===== src/rtl/stepper_pkg.sv =====
// Shared types and default sizing for the stepper move sequencer.
package stepper_pkg;

  typedef enum logic [2:0] {
    IDLE,
    SETTLE,
    RUN,
    HOLD,
    DONE
  } state_e;

  localparam logic DIR_CW  = 1'b0;  // position decrements
  localparam logic DIR_CCW = 1'b1;  // position increments

  localparam int CNT_W_DEF      = 16;
  localparam int PER_W_DEF      = 20;
  localparam int POS_W_DEF      = 24;
  localparam int MIN_PERIOD_DEF = 4;
  localparam int SETTLE_CYC_DEF = 50000;
  localparam int HOLD_CYC_DEF   = 50000;

endpackage


===== src/rtl/stepper_move_ctrl_if.sv =====
// Move-command handshake between the control FSM (master) and a stepper move sequencer (slave).
interface stepper_move_ctrl_if #(
  parameter int CNT_W = 16,
  parameter int PER_W = 20
);
  logic             cmd_valid;
  logic             cmd_ready;
  logic [CNT_W-1:0] cmd_steps;
  logic             cmd_dir;
  logic [PER_W-1:0] cmd_period;

  modport master (
    output cmd_valid, cmd_steps, cmd_dir, cmd_period,
    input  cmd_ready
  );

  modport slave (
    input  cmd_valid, cmd_steps, cmd_dir, cmd_period,
    output cmd_ready
  );
endinterface


===== src/rtl/step_period_timer.sv =====
// Step interval down-counter; zero flags the step cycle. With STEPPER_RAMP_EN defined it also
// owns the current period and the symmetric accelerate/decelerate ramp.
module step_period_timer
  import stepper_pkg::*;
#(
  parameter int PER_W = PER_W_DEF
`ifdef STEPPER_RAMP_EN
  ,
  parameter int CNT_W        = CNT_W_DEF,
  parameter int START_PERIOD = 4096,
  parameter int RAMP_DEC     = 64
`endif
) (
  input  logic             clk,
  input  logic             rst,
  input  logic             run,
  input  logic [PER_W-1:0] period,
`ifdef STEPPER_RAMP_EN
  input  logic [CNT_W-1:0] steps_left,
`endif
  output logic             zero
);

  logic [PER_W-1:0] cnt_q;
  logic [PER_W-1:0] reload;

  assign zero = run && (cnt_q == '0);

`ifdef STEPPER_RAMP_EN
  logic [PER_W-1:0] cur_q;
  logic [PER_W-1:0] ceil_p;
  logic [PER_W-1:0] next_p;
  logic [CNT_W-1:0] acc_q;
  logic             decel;
  logic             accel_step;

  // Decelerate once the steps still to go after this pulse fit in the accelerating steps taken.
  always_comb begin
    ceil_p     = (period > PER_W'(START_PERIOD)) ? period : PER_W'(START_PERIOD);
    decel      = (steps_left - CNT_W'(1)) <= acc_q;
    accel_step = 1'b0;
    if (decel) begin
      next_p = ((ceil_p - cur_q) > PER_W'(RAMP_DEC)) ? cur_q + PER_W'(RAMP_DEC) : ceil_p;
    end else begin
      next_p     = ((cur_q - period) > PER_W'(RAMP_DEC)) ? cur_q - PER_W'(RAMP_DEC) : period;
      accel_step = (cur_q != period);
    end
    reload = run ? next_p : ceil_p;
  end

  always_ff @(posedge clk) begin
    if (rst) begin
      cur_q <= '0;
      acc_q <= '0;
    end else if (!run) begin
      cur_q <= ceil_p;
      acc_q <= '0;
    end else if (zero) begin
      cur_q <= next_p;
      if (accel_step) acc_q <= acc_q + CNT_W'(1);
    end
  end
`else
  assign reload = period;
`endif

  // NOTE: registers use non-blocking <= so every flop samples the pre-edge values of the others.
  always_ff @(posedge clk) begin
    if (rst) begin
      cnt_q <= '0;
    end else if (!run || zero) begin
      cnt_q <= reload - PER_W'(1);
    end else begin
      cnt_q <= cnt_q - PER_W'(1);
    end
  end

endmodule


===== src/rtl/stepper_move_ctrl.sv =====
// Stepper move sequencer: accepts a move, settles, paces step pulses, holds, then reports done.
// Optional acceleration ramp in the period timer is enabled by defining STEPPER_RAMP_EN.
module stepper_move_ctrl
  import stepper_pkg::*;
#(
  parameter int CNT_W      = CNT_W_DEF,
  parameter int PER_W      = PER_W_DEF,
  parameter int POS_W      = POS_W_DEF,
  parameter int MIN_PERIOD = MIN_PERIOD_DEF,
  parameter int SETTLE_CYC = SETTLE_CYC_DEF,
  parameter int HOLD_CYC   = HOLD_CYC_DEF
`ifdef STEPPER_RAMP_EN
  ,
  parameter int START_PERIOD = 4096,
  parameter int RAMP_DEC     = 64
`endif
) (
  input  logic                clk,
  input  logic                rst,
  stepper_move_ctrl_if.slave  cmd,
  input  logic                abort,
  output logic                step_pulse,
  output logic                dir,
  output logic                energize,
  output logic                busy,
  output logic                done,
  output logic                aborted,
  output logic [POS_W-1:0]    position,
  output logic [CNT_W-1:0]    steps_left
);

  localparam int WAIT_MAX = (SETTLE_CYC > HOLD_CYC) ? SETTLE_CYC : HOLD_CYC;
  localparam int WAIT_W   = $clog2(WAIT_MAX + 1);

  state_e           state_q, state_d;
  logic [WAIT_W-1:0] wait_q;
  logic [PER_W-1:0] period_q;
  logic [CNT_W-1:0] steps_q;
  logic [POS_W-1:0] pos_q;
  logic             dir_q;
  logic             abort_q;
  logic             accept;
  logic             run;
  logic             pulse;
  logic             abortable;
  logic [PER_W-1:0] period_clamped;

  assign accept         = (state_q == IDLE) && cmd.cmd_valid;
  assign run            = (state_q == RUN);
  assign abortable      = (state_q == SETTLE) || (state_q == RUN);
  assign period_clamped = (cmd.cmd_period < PER_W'(MIN_PERIOD)) ? PER_W'(MIN_PERIOD) : cmd.cmd_period;

  step_period_timer #(
    .PER_W        (PER_W)
`ifdef STEPPER_RAMP_EN
    ,
    .CNT_W        (CNT_W),
    .START_PERIOD (START_PERIOD),
    .RAMP_DEC     (RAMP_DEC)
`endif
  ) u_timer (
    .clk        (clk),
    .rst        (rst),
    .run        (run),
    .period     (period_q),
`ifdef STEPPER_RAMP_EN
    .steps_left (steps_q),
`endif
    .zero       (pulse)
  );

  // NOTE: state_d gets its default first so no branch leaves it unassigned and no latch is inferred.
  always_comb begin
    state_d = state_q;
    unique case (state_q)
      IDLE:    if (cmd.cmd_valid) state_d = (cmd.cmd_steps == '0) ? DONE : SETTLE;
      SETTLE: begin
        if (abort) state_d = HOLD;
        else if (wait_q == WAIT_W'(SETTLE_CYC - 1)) state_d = RUN;
      end
      RUN:     if (abort || (pulse && steps_q == CNT_W'(1))) state_d = HOLD;
      HOLD:    if (wait_q == WAIT_W'(HOLD_CYC - 1)) state_d = DONE;
      DONE:    state_d = IDLE;
      default: state_d = IDLE;
    endcase
  end

  always_ff @(posedge clk) begin
    if (rst) begin
      state_q  <= IDLE;
      wait_q   <= '0;
      period_q <= '0;
      steps_q  <= '0;
      pos_q    <= '0;
      dir_q    <= DIR_CW;
      abort_q  <= 1'b0;
    end else begin
      state_q <= state_d;
      // Dwell counter restarts on every state change, so SETTLE/HOLD each count from zero.
      wait_q  <= (state_d != state_q) ? '0 : wait_q + WAIT_W'(1);
      if (accept) begin
        steps_q  <= cmd.cmd_steps;
        dir_q    <= cmd.cmd_dir;
        period_q <= period_clamped;
        abort_q  <= 1'b0;
      end
      if (abortable && abort) abort_q <= 1'b1;
      // A pulse coinciding with abort is still issued, so it is always counted here.
      if (pulse) begin
        steps_q <= steps_q - CNT_W'(1);
        pos_q   <= (dir_q == DIR_CCW) ? pos_q + POS_W'(1) : pos_q - POS_W'(1);
      end
    end
  end

  assign cmd.cmd_ready = (state_q == IDLE);
  assign busy          = (state_q != IDLE);
  assign energize      = (state_q == SETTLE) || (state_q == RUN) || (state_q == HOLD);
  assign done          = (state_q == DONE);
  assign aborted       = done && abort_q;
  assign step_pulse    = pulse;
  assign dir           = dir_q;
  assign position      = pos_q;
  assign steps_left    = steps_q;

endmodule


===== src/flat_wrapper.sv =====
// flat-port wrapper written by rule: the top's interface ports become plain ports
module stepper_move_ctrl_flat import stepper_pkg::*;
#(
  parameter int CNT_W      = CNT_W_DEF,
  parameter int PER_W      = PER_W_DEF,
  parameter int POS_W      = POS_W_DEF,
  parameter int MIN_PERIOD = MIN_PERIOD_DEF,
  parameter int SETTLE_CYC = SETTLE_CYC_DEF,
  parameter int HOLD_CYC   = HOLD_CYC_DEF

)
  (clk, rst, abort, step_pulse, dir, energize, busy, done, aborted, position, steps_left, cmd_cmd_valid, cmd_cmd_steps, cmd_cmd_dir, cmd_cmd_period, cmd_cmd_ready);
  stepper_move_ctrl_if #(.CNT_W(CNT_W), .PER_W(PER_W)) cmd_i ();
  input  logic clk;
  input  logic rst;
  input  logic abort;
  output logic step_pulse;
  output logic dir;
  output logic energize;
  output logic busy;
  output logic done;
  output logic aborted;
  output logic [POS_W-1:0] position;
  output logic [CNT_W-1:0] steps_left;
  input wire logic [$bits(cmd_i.cmd_valid)-1:0] cmd_cmd_valid;
  input wire logic [$bits(cmd_i.cmd_steps)-1:0] cmd_cmd_steps;
  input wire logic [$bits(cmd_i.cmd_dir)-1:0] cmd_cmd_dir;
  input wire logic [$bits(cmd_i.cmd_period)-1:0] cmd_cmd_period;
  output wire logic [$bits(cmd_i.cmd_ready)-1:0] cmd_cmd_ready;
  assign cmd_i.cmd_valid = cmd_cmd_valid;
  assign cmd_i.cmd_steps = cmd_cmd_steps;
  assign cmd_i.cmd_dir = cmd_cmd_dir;
  assign cmd_i.cmd_period = cmd_cmd_period;
  assign cmd_cmd_ready = cmd_i.cmd_ready;
  stepper_move_ctrl #(.CNT_W(CNT_W), .PER_W(PER_W), .POS_W(POS_W), .MIN_PERIOD(MIN_PERIOD), .SETTLE_CYC(SETTLE_CYC), .HOLD_CYC(HOLD_CYC)) u_core (.clk(clk), .rst(rst), .cmd(cmd_i), .abort(abort), .step_pulse(step_pulse), .dir(dir), .energize(energize), .busy(busy), .done(done), .aborted(aborted), .position(position), .steps_left(steps_left));
endmodule

===== config.mk =====
export PLATFORM = sky130hd
export DESIGN_NAME = stepper_move_ctrl_flat
export DESIGN_NICKNAME = d
export VERILOG_FILES = /design/src/rtl/stepper_pkg.sv /design/src/rtl/stepper_move_ctrl_if.sv /design/src/rtl/step_period_timer.sv /design/src/rtl/stepper_move_ctrl.sv /design/src/flat_wrapper.sv
export SDC_FILE = /design/constraint.sdc
export NUM_CORES = 1
export LEC_CHECK = 0
export CAP_MARGIN = 5
export CELL_PAD_IN_SITES_DETAIL_PLACEMENT = 0
export CELL_PAD_IN_SITES_GLOBAL_PLACEMENT = 2
export CORE_AREA = 2 2 130 132
export CTS_BUF_LIST = sky130_fd_sc_hd__clkbuf_2
export DETAILED_ROUTE_END_ITERATION = 10
export DIE_AREA = 0 0 132 134
export MAX_ROUTING_LAYER = met4
export PLACE_DENSITY_LB_ADDON = 0.05
export SYNTH_ARGS = -nofsm -noshare
export SYNTH_HDL_FRONTEND = slang
export SYNTH_SLANG_ARGS = --single-unit

===== constraint.sdc =====
create_clock -name clk -period 4.6 [get_ports clk]
set_input_delay 1.15 -clock clk [delete_from_list [all_inputs] [get_ports clk]]
set_output_delay 1.15 -clock clk [all_outputs]
set_load 0.01 [all_outputs]

[Word level (Yosys, flattened, before mapping)]
Cells that the tools add are included.
Operators by class
  add/subtract/negate cells: 6
  magnitude comparators: 1
  equal/unequal tests: 7
  mux-type cells: 14
  reductions and logical operators: 17
Operators by type and width (count)
  two-way mux 20 bit: 2
  subtractor 20 x 1 -> 20 bit, second input constant: 2
  two-way mux 16 bit: 2
  adder 24 x 1 -> 24 bit, second input constant: 1
  two-way mux 24 bit: 1
  subtractor 24 x 1 -> 24 bit, second input constant: 1
  logical NOT 20 bit: 1
  < comparator 20 x 3 -> 1 bit, second input constant: 1
  two-way mux 3 bit: 6
  adder 16 x 1 -> 16 bit, second input constant: 1
  == test 16 x 1 -> 1 bit, second input constant: 1
  == test 16 bit, second input constant: 1
  logical NOT 16 bit: 1
  subtractor 16 x 1 -> 16 bit, second input constant: 1
  case mux 3 bit (4 select lines): 1
  == test 3 x 2 -> 1 bit, second input constant: 2
  logical AND 1 bit: 5
  logical OR 1 bit: 4
  nonzero test 2 bit: 2
  == test 3 x 1 -> 1 bit, second input constant: 1
  == test 3 bit, second input constant: 1
  logical NOT 3 bit: 1
  != test 3 bit: 1
  nonzero test 3 bit: 1
  3 further kinds: 4
Word-level totals
  register bits after elaboration: 101
  input port bits: 41
  output and inout port bits: 47
  logic and storage cells: 53

[Logic depth before layout (Yosys ltp)]
Gate-level depths: netlist of run 1.
  depth in word-level cells: 8
  gate-level depth with buffers: 13
  depth with buffers taken out: 10

[Cells and area by module]
A second synthesis of run 1 with hierarchy kept.
Second synthesis, totals
  cells, all modules: 804
  area total of the unflattened synthesis: 6322.3 um2
By module, submodules not included
  stepper_move_ctrl: times used 1, cells each 635, area an instance 4937.2 um2
  step_period_timer: times used 1, cells each 169, area an instance 1385.1 um2

[Worst setup path after synthesis of run 1]
Ideal clock, no wire load.
  path kind: register to output
  start point: register u_core.u_timer.cnt_q[2]
  end point: output step_pulse
  arrival: 1.990 ns
  data required time: 3.450 ns
  path slack: 1.460 ns
  stages on the path, launching flop included: 9
  buffers on the path: 3
  cell sequence: dfxtp_1 > or3_4 > nor4b_4 > and4_4 > nand3_4 > buf_2 > inv_1 > buf_4 > buf_2
Between the ends
  cells in the longest elaborated chain, start to end: 2
RTL lines
  start: declaration: line step_period_timer.sv:24  | logic [PER_W-1:0] cnt_q;
  start signal: assignment: line step_period_timer.sv:72  | cnt_q <= reload - PER_W'(1);
  start signal: assignment: line step_period_timer.sv:74  | cnt_q <= cnt_q - PER_W'(1);
  logical NOT 20 bit: line step_period_timer.sv:27  | assign zero = run && (cnt_q == '0);
  logical AND 1 bit: line step_period_timer.sv:27
  end: declaration: line flat_wrapper.sv:17  | output logic step_pulse;
No other way between the ends.

[Worst setup path after layout of run 1]
Same ends and word-level chain as after synthesis.

==> results of run 1 <==
-- per-layer routing --
metal,vias to the layer above,GRT usage [%]
li1,2693,-
met1,2477,23.9
met2,112,28.6
met3,19,4.08
met4,0,4.77
met5,-,-
-- flip-flops by register name (all words and copies together) (netlist names) --
| name | cells |
|---|---|
| u_core.abort_q | 1 |
| u_core.wait_q | 16 |
| u_core.u_timer.cnt_q | 20 |
| u_core.position | 24 |
| u_core.period_q | 20 |
| u_core.state_q | 3 |
| u_core.steps_left | 16 |
| u_core.dir | 1 |
-- final timing paths --
| kind | end | slack, ns | cells past startpoint |
|---|---|---|---|
| worst max register to register | u_core.position[23]$_SDFFE_PP0N_ | 1.15 | 10 |
| worst max-delay path | step_pulse | 0.63 | 6 |
| worst min register to register | u_core.wait_q[0]$_SDFF_PP0_ | 0.48 | 1 |
| worst min-delay path | u_core.wait_q[0]$_SDFF_PP0_ | 0.48 | 1 |
-- worst max-delay path, delay by kind of cell (launching register included) --
family	cells	cell delay, ns
DFF	1	0.41
and+or+nand+nor	4	1.16
buffers and inverters	2	0.65
-- layout make-up --
cell class / count / area (um^2) / share of cell area, %
diodes: 2 / 5.00 / 0.0718
well taps: 220 / 275 / 3.95
multi-input cells: 561 / 3540 / 50.8
inverters: 22 / 82.6 / 1.18
flip-flops and latches: 101 / 2020 / 29.0
clock buffers: 9 / 45.0 / 0.646
clock inverters: 7 / 83.8 / 1.20
repair buffers: 94 / 918 / 13.2
-- per-stage QoR --
stage               worst slack (ns)  cells  hold slack (ns)
floorplan                       1.46    713            0.418
CTS                            0.529   1014            0.486
global route                   0.398   1016            0.518
detailed placement              1.19    998            0.451
finish                         0.629   1016            0.482
global placement                1.29    998            0.428
-- logic make-up after synthesis --
kind of cell / after synthesis / share of synthesized area [%]
xor gates and xnor gates: 49 / 7.43
DFF: 101 / 35.0
muxes: 21 / 3.77
adders and majority gates: 27 / 5.98
buffers and inverters: 51 / 3.77
AOI/OAI and AO/OA: 166 / 18.5
and+or+nand+nor: 298 / 25.5
-- cells in the mapped netlist (3+ instances only) --
| master | instances | share of area [%] |
|---|---|---|
| sky130_fd_sc_hd__xor2_1 | 23 | 3.5 |
| sky130_fd_sc_hd__inv_1 | 22 | 1.4 |
| sky130_fd_sc_hd__mux2i_1 | 15 | 2.6 |
| sky130_fd_sc_hd__a211oi_1 | 16 | 2.1 |
| sky130_fd_sc_hd__a22oi_1 | 5 | 0.65 |
| sky130_fd_sc_hd__nand2_1 | 97 | 6.3 |
| sky130_fd_sc_hd__o31a_1 | 3 | 0.45 |
| sky130_fd_sc_hd__nor2b_1 | 7 | 0.76 |
| sky130_fd_sc_hd__nand2b_1 | 6 | 0.65 |
| sky130_fd_sc_hd__o211ai_1 | 4 | 0.52 |
| sky130_fd_sc_hd__a21o_1 | 9 | 1.2 |
| sky130_fd_sc_hd__dfxtp_1 | 101 | 35 |
| sky130_fd_sc_hd__o311ai_0 | 3 | 0.45 |
| sky130_fd_sc_hd__o21bai_1 | 3 | 0.39 |
| sky130_fd_sc_hd__a21oi_1 | 68 | 5.9 |
| sky130_fd_sc_hd__xnor2_1 | 26 | 3.9 |
| sky130_fd_sc_hd__nor4_1 | 16 | 1.7 |
| sky130_fd_sc_hd__nand4_1 | 3 | 0.32 |
| sky130_fd_sc_hd__a2111oi_0 | 3 | 0.45 |
| sky130_fd_sc_hd__mux2_2 | 6 | 1.2 |
| sky130_fd_sc_hd__o21ai_0 | 22 | 1.9 |
| sky130_fd_sc_hd__and3_1 | 9 | 0.97 |
| sky130_fd_sc_hd__nor3b_1 | 5 | 0.65 |
| sky130_fd_sc_hd__or3_1 | 6 | 0.65 |
| sky130_fd_sc_hd__nor3_1 | 21 | 1.8 |
| sky130_fd_sc_hd__nor2_1 | 80 | 5.2 |
| sky130_fd_sc_hd__a221oi_1 | 4 | 0.61 |
| sky130_fd_sc_hd__ha_1 | 26 | 5.6 |
| sky130_fd_sc_hd__nand3b_1 | 8 | 1.0 |
| sky130_fd_sc_hd__clkbuf_1 | 18 | 1.2 |
| sky130_fd_sc_hd__buf_2 | 6 | 0.52 |
| sky130_fd_sc_hd__and2_1 | 4 | 0.43 |
| sky130_fd_sc_hd__buf_4 | 3 | 0.39 |
| sky130_fd_sc_hd__nand3_1 | 23 | 2.0 |
-- power groups by stage --
stage                     Combinational [uW]  Clock (uW)  Sequential, uW
after detailed placement                 467           0            1010
after floorplan                          328           0             997
after CTS                                469         493             996
after global routing                     518         529            1010
final                                    465         464             996
after global placement                   463           0            1010
==> reports/qor.yml, run 1 <==
global_routing:
  antenna_found_initial: 1
  grt_usage_pct: 18.3
  first_pass_grt_wire_length_mm: 25.7
  grt_overflow_total: 0
  grt_max_degree: 46
  grt_pass1_vias: 5125
routing:
  metal2_wl_mm: 7.10
  top_signal_layer_used: "met4"
  dr_wl_met3_um: 619
  antenna_left: 0
  wl_met1_mm: 7.42
  route.detailed.drc: 0
  ratio_of_routed_vias_to_standard_cells: 5.22
  detail_route.iter0.violations: 231
  finalWirelength_mm: 15.4
  tritonroute_pass_1_iters: 6
  vias: 5301
  post_drt_wl_per_cell_um: 15.1
clock_network:
  post_cts_resized: 0
  cts-root-to-sink-buffers: 2
  cts_tree: "built"
  clkSinkCount: 101
  clk_pin_slew_ns: 0.31
  tritoncts.num_buffers: 9
  insertion_delay_ns: 0.61
  max_h_tree_level: 3
  cts.root.buffer_cell: "sky130_fd_sc_hd__clkbuf_2"
  cts_setup_buffers: 0
  cts-hold-fix-buffers: 0
yosys:
  synth-seq-cells: 101
  syn_nets: 781
  synth_async_sr_flop_share_pct: 0
  ys_types: 65
  synth-main-ff-cell: "sky130_fd_sc_hd__dfxtp_1"
  avgSynthCellArea_um2: 8.11
  synthesized_cell_area_um2: 5780
  post_synth_inst_count: 713
  ys_warnings: 0
  synth_sequential_area_ratio_pct: 35.0
  edff_count_synth: 0
sta:
  timing.clock.skew_ns: 0.0303
  fin_setup_tns_ns: 0
  max_slew_margin_pct: 27.2
  grt_setup_unrepaired: "no"
  final_period_util_pct: 86.3
  finalSetupViolations: 0
  count_of_final_hold_check_violations: 0
  slew_viol_final: 0
  timing_worst_slew_pin_value_ns: 1.09
  achievable-frequency_ghz: 0.252
  post-route-min-period_ns: 3.97
final_layout:
  layout_common_cells: "sky130_fd_sc_hd__dfxtp_1 (101), sky130_fd_sc_hd__nand2_1 (97), sky130_fd_sc_hd__clkdlybuf4s50_1 (86), sky130_fd_sc_hd__nor2_1 (79), sky130_fd_sc_hd__a21oi_1 (68)"
  area.growth.synth_to_final_pct: 20.7
  final_net_count: 857
  final_util_pct: 42.8
  layout.cells.most_common: "sky130_fd_sc_hd__dfxtp_1"
  finish.instance_area_um2: 6970
  final.fill_count: 1645
  layout-drive-gt1-share_pct: 5.67
pwr:
  power.share.clock_pct: 24.1
  p_seq_share_pct: 51.7
  power.switching_fraction_pct: 33.2
  comb_power_share_pct: 24.1
  p_leak_uw: 0.00268
  p_total_uw: 1920
  max-vdd-ir-drop_uv: 109
  power_switching_uw: 639
  internal_power_uw: 1290
  cellPowerDensity_nw_per_um2: 276
placement:
  detailed_place_hpwl_mm: 11.2
  detailed_place.area_um2: 6840
  place_congestion: 0.799
  io_buffer_count: 87
critical_path:
  r2r-start: "u_core.dir$_SDFFE_PP0P_"
  setup.worst_path.start: "u_core.u_timer.cnt_q[2]$_SDFF_PP0_"
  setup.worst_path.end_class: "output pin"
  worst-setup-path-type: "flip-flop to output pin"
  cp_cell_sequence: "or3_4 > nor4b_4 > and4_4 > nand3_4 > inv_1 > clkdlybuf4s50_1"
  crit_required_ns: 3.45
  element_type_at_the_critical_path_start: "flip-flop"
  worst_path_largest_cell_delay_ns: 0.54
  worst-path-max-fanout: 4
  cp_data_arrival_time_ns: 2.82
  cpMaxStageDelayCell: "sky130_fd_sc_hd__clkdlybuf4s50_1"
floorplan:
  coreArea_um2: 16300
  placement_rows: 47
  die_y_um: 134
  boundaryPins: 88
  initial_core_util_pct: 35.5
  chipWidth_um: 132
  die_area_um2: 17700
hold_path:
  worstHoldStart: "u_core.wait_q[0]$_SDFF_PP0_"
  hp-class: "flip-flop to flip-flop"
outcome:
  status: "finished clean"
run:
  max_cap_violations: 0
Power figures use the tool's default switching activity.
==> run 2, diff against run 1 <==
--- a/config.mk
+++ b/config.mk
@@ -10,6 +10,7 @@
 export CELL_PAD_IN_SITES_GLOBAL_PLACEMENT = 2
 export CORE_AREA = 2 2 130 132
 export CTS_BUF_LIST = sky130_fd_sc_hd__clkbuf_2
+export CTS_CLUSTER_DIAMETER = 50
 export DETAILED_ROUTE_END_ITERATION = 10
 export DIE_AREA = 0 0 132 134
 export MAX_ROUTING_LAYER = met4
==> results of run 2 <==
Final layout, timing and power as in run 1 (identical DEF).
==> run 3, diff against run 2 <==
--- a/config.mk
+++ b/config.mk
@@ -11,8 +11,10 @@
 export CORE_AREA = 2 2 130 132
 export CTS_BUF_LIST = sky130_fd_sc_hd__clkbuf_2
 export CTS_CLUSTER_DIAMETER = 50
+export CTS_CLUSTER_SIZE = 16
 export DETAILED_ROUTE_END_ITERATION = 10
 export DIE_AREA = 0 0 132 134
+export GPL_TIMING_DRIVEN = 0
 export MAX_ROUTING_LAYER = met4
 export PLACE_DENSITY_LB_ADDON = 0.05
 export SYNTH_ARGS = -nofsm -noshare
==> run 3 against run 2 <==
  * Worst hold slack got worse by 0.0066 ns
  * Largest power group unchanged
  * Critical endpoint unchanged
  * Non-clock buffer count up 21
  * Final area up 0.84%
  * First-iteration DRC count rose by 4.8%
  * Count of clock-buffer cells in the layout unchanged
  * Via count is 2.6% higher
  * Clock skew up 0.022 ns
  * Total power shrank 2.2%
  * Highest routed layer unchanged
==> reports/qor.yml, run 3 (synthesis results as in run 1) <==
sta:
  max_slew_margin_pct: 36.2
  finalSetupViolations: 0
  hold-worst-slack_ns: 0.476
  fin_setup_tns_ns: 0
  timing.clock.skew_ns: 0.0521
  achievable-frequency_ghz: 0.226
  post-route-min-period_ns: 4.42
  grt_setup_unrepaired: "no"
  final_period_util_pct: 96.2
  timing_worst_slew_pin_value_ns: 0.957
  slew_viol_final: 0
  postLayoutSetupSlackWorst_ns: 0.176
  count_of_final_hold_check_violations: 0
global_routing:
  grt_usage_pct: 19.8
  grt_pass1_vias: 5352
  antenna_found_initial: 1
  grt_max_degree: 25
  grt_overflow_total: 0
  first_pass_grt_wire_length_mm: 27.2
routing:
  ratio_of_routed_vias_to_standard_cells: 5.25
  route.detailed.drc: 0
  tritonroute_pass_1_iters: 4
  detail_route.iter0.violations: 242
  finalWirelength_mm: 16.8
  antenna_left: 0
  post_drt_wl_per_cell_um: 16.2
  vias: 5441
clock_network:
  cts-root-to-sink-buffers: 2
  clk_pin_slew_ns: 0.29
  max_h_tree_level: 3
  cts_tree: "built"
  tritoncts.num_buffers: 9
  clkSinkCount: 101
  cts.root.buffer_cell: "sky130_fd_sc_hd__clkbuf_2"
  insertion_delay_ns: 0.64
critical_path:
  cp_data_arrival_time_ns: 3.27
  worst-r2r-setup-slack_ns: 0.63
  r2r.worst_path.cells: 10
  element_type_at_the_critical_path_start: "flip-flop"
  setup.worst_path.end_class: "output pin"
  worst-setup-path-type: "flip-flop to output pin"
  worst-path-max-fanout: 19
  r2r-start: "u_core.dir$_SDFFE_PP0P_"
  critical_path.reg2reg.endpoint: "u_core.position[23]$_SDFFE_PP0N_"
  crit_required_ns: 3.45
pwr:
  p_seq_share_pct: 52.7
  internal_power_uw: 1230
  power.share.clock_pct: 21.5
  cellPowerDensity_nw_per_um2: 268
  p_leak_uw: 0.00270
  comb_power_share_pct: 25.7
  p_total_uw: 1880
  power.switching_fraction_pct: 34.6
  power_switching_uw: 651
  max-vdd-ir-drop_uv: 105
hold_path:
  hp-class: "flip-flop to flip-flop"
  whs_endpoint: "u_core.wait_q[0]$_SDFF_PP0_"
  hold_path_depth: 1
  worstHoldStart: "u_core.wait_q[0]$_SDFF_PP0_"
final_layout:
  largest_reg_flops: 24
  layout-drive-gt1-share_pct: 5.64
  final_net_count: 878
  final.fill_count: 1683
  final_util_pct: 43.2
  layout_common_cells: "sky130_fd_sc_hd__dfxtp_1 (100), sky130_fd_sc_hd__nand2_1 (97), sky130_fd_sc_hd__clkdlybuf4s50_1 (86), sky130_fd_sc_hd__nor2_1 (80), sky130_fd_sc_hd__a21oi_1 (68)"
  area.growth.synth_to_final_pct: 21.7
  layout.cells.most_common: "sky130_fd_sc_hd__dfxtp_1"
outcome:
  status: "finished clean"
floorplan:
  initial_core_util_pct: 35.5
  placement_rows: 47
  coreArea_um2: 16300
  die_area_um2: 17700
  chipWidth_um: 132
  boundaryPins: 88
  die_y_um: 134
run:
  max_cap_violations: 0
placement:
  place_congestion: 0.859
  io_buffer_count: 86
  detailed_place_hpwl_mm: 12.7
  post-place-ws_ns: 0.420
-- run 3: power by group through the flow --
stage | Combinational (uW) | Sequential [uW] | Clock (uW)
floorplan | 328 | 997 | 0
global placement | 478 | 1010 | 0
detailed placement | 483 | 1010 | 0
CTS | 487 | 993 | 433
global route | 536 | 1000 | 463
finish | 485 | 992 | 405
-- run 3: repair_timing --
action	4_1_cts	5_1_grt
gates cloned	0	0
hold buffers	0	0
setup buffers	1	0
gates resized for setup	5	1
pin swaps	2	1
setup endpoints to repair	1	1
-- run 3: worst max-delay path, cell delays in order, from the launching register on --
cell and delay (ns):
sky130_fd_sc_hd__dfxtp_2 0.41, sky130_fd_sc_hd__or3_4 0.41, sky130_fd_sc_hd__nor4b_4 0.35, sky130_fd_sc_hd__and4_4 0.32
sky130_fd_sc_hd__nand3_4 0.10, sky130_fd_sc_hd__buf_2 0.22, sky130_fd_sc_hd__inv_4 0.12, sky130_fd_sc_hd__buf_12 0.16
sky130_fd_sc_hd__clkdlybuf4s50_1 0.55
-- run 3: stage by stage --
stage	area, um^2	instances
floorplan	5780	713
global placement	6920	1019
detailed placement	6920	1019
CTS	7030	1035
global route	7030	1037
finish	7030	1037
-- run 3: layout make-up --
class | instances | area (um^2) | area share [%]
multi-input combinational | 561 | 3540 | 50.3
inverter | 22 | 85.1 | 1.21
sequential | 101 | 2020 | 28.8
tap | 220 | 275 | 3.91
clock inverter | 7 | 48.8 | 0.694
antenna | 2 | 5.00 | 0.0712
clock buffer | 9 | 45.0 | 0.640
buffer | 28 | 143 | 2.03
timing repair buffer | 87 | 868 | 12.3
-- run 3: worst max path at each step --
| stage | startpoint | to |
|---|---|---|
| 6_report | u_core.u_timer.cnt_q[2]$_SDFF_PP0_ | step_pulse |
| 5_1_grt | u_core.u_timer.cnt_q[2]$_SDFF_PP0_ | step_pulse |
| 4_1_cts | u_core.u_timer.cnt_q[2]$_SDFF_PP0_ | step_pulse |
| 3_5_place_dp | u_core.u_timer.cnt_q[2]$_SDFF_PP0_ | step_pulse |
| 3_3_place_gp | u_core.u_timer.cnt_q[2]$_SDFF_PP0_ | step_pulse |
| 2_1_floorplan | u_core.u_timer.cnt_q[2]$_SDFF_PP0_ | step_pulse |
-- run 3: layer usage --
layer	GRT usage, %	up-vias	part of all wire (%)
met5	-	-	0
met4	6.64	0	1.6
met3	2.23	18	3.5
met2	31.6	108	46
met1	26.2	2573	48
li1	-	2742	-
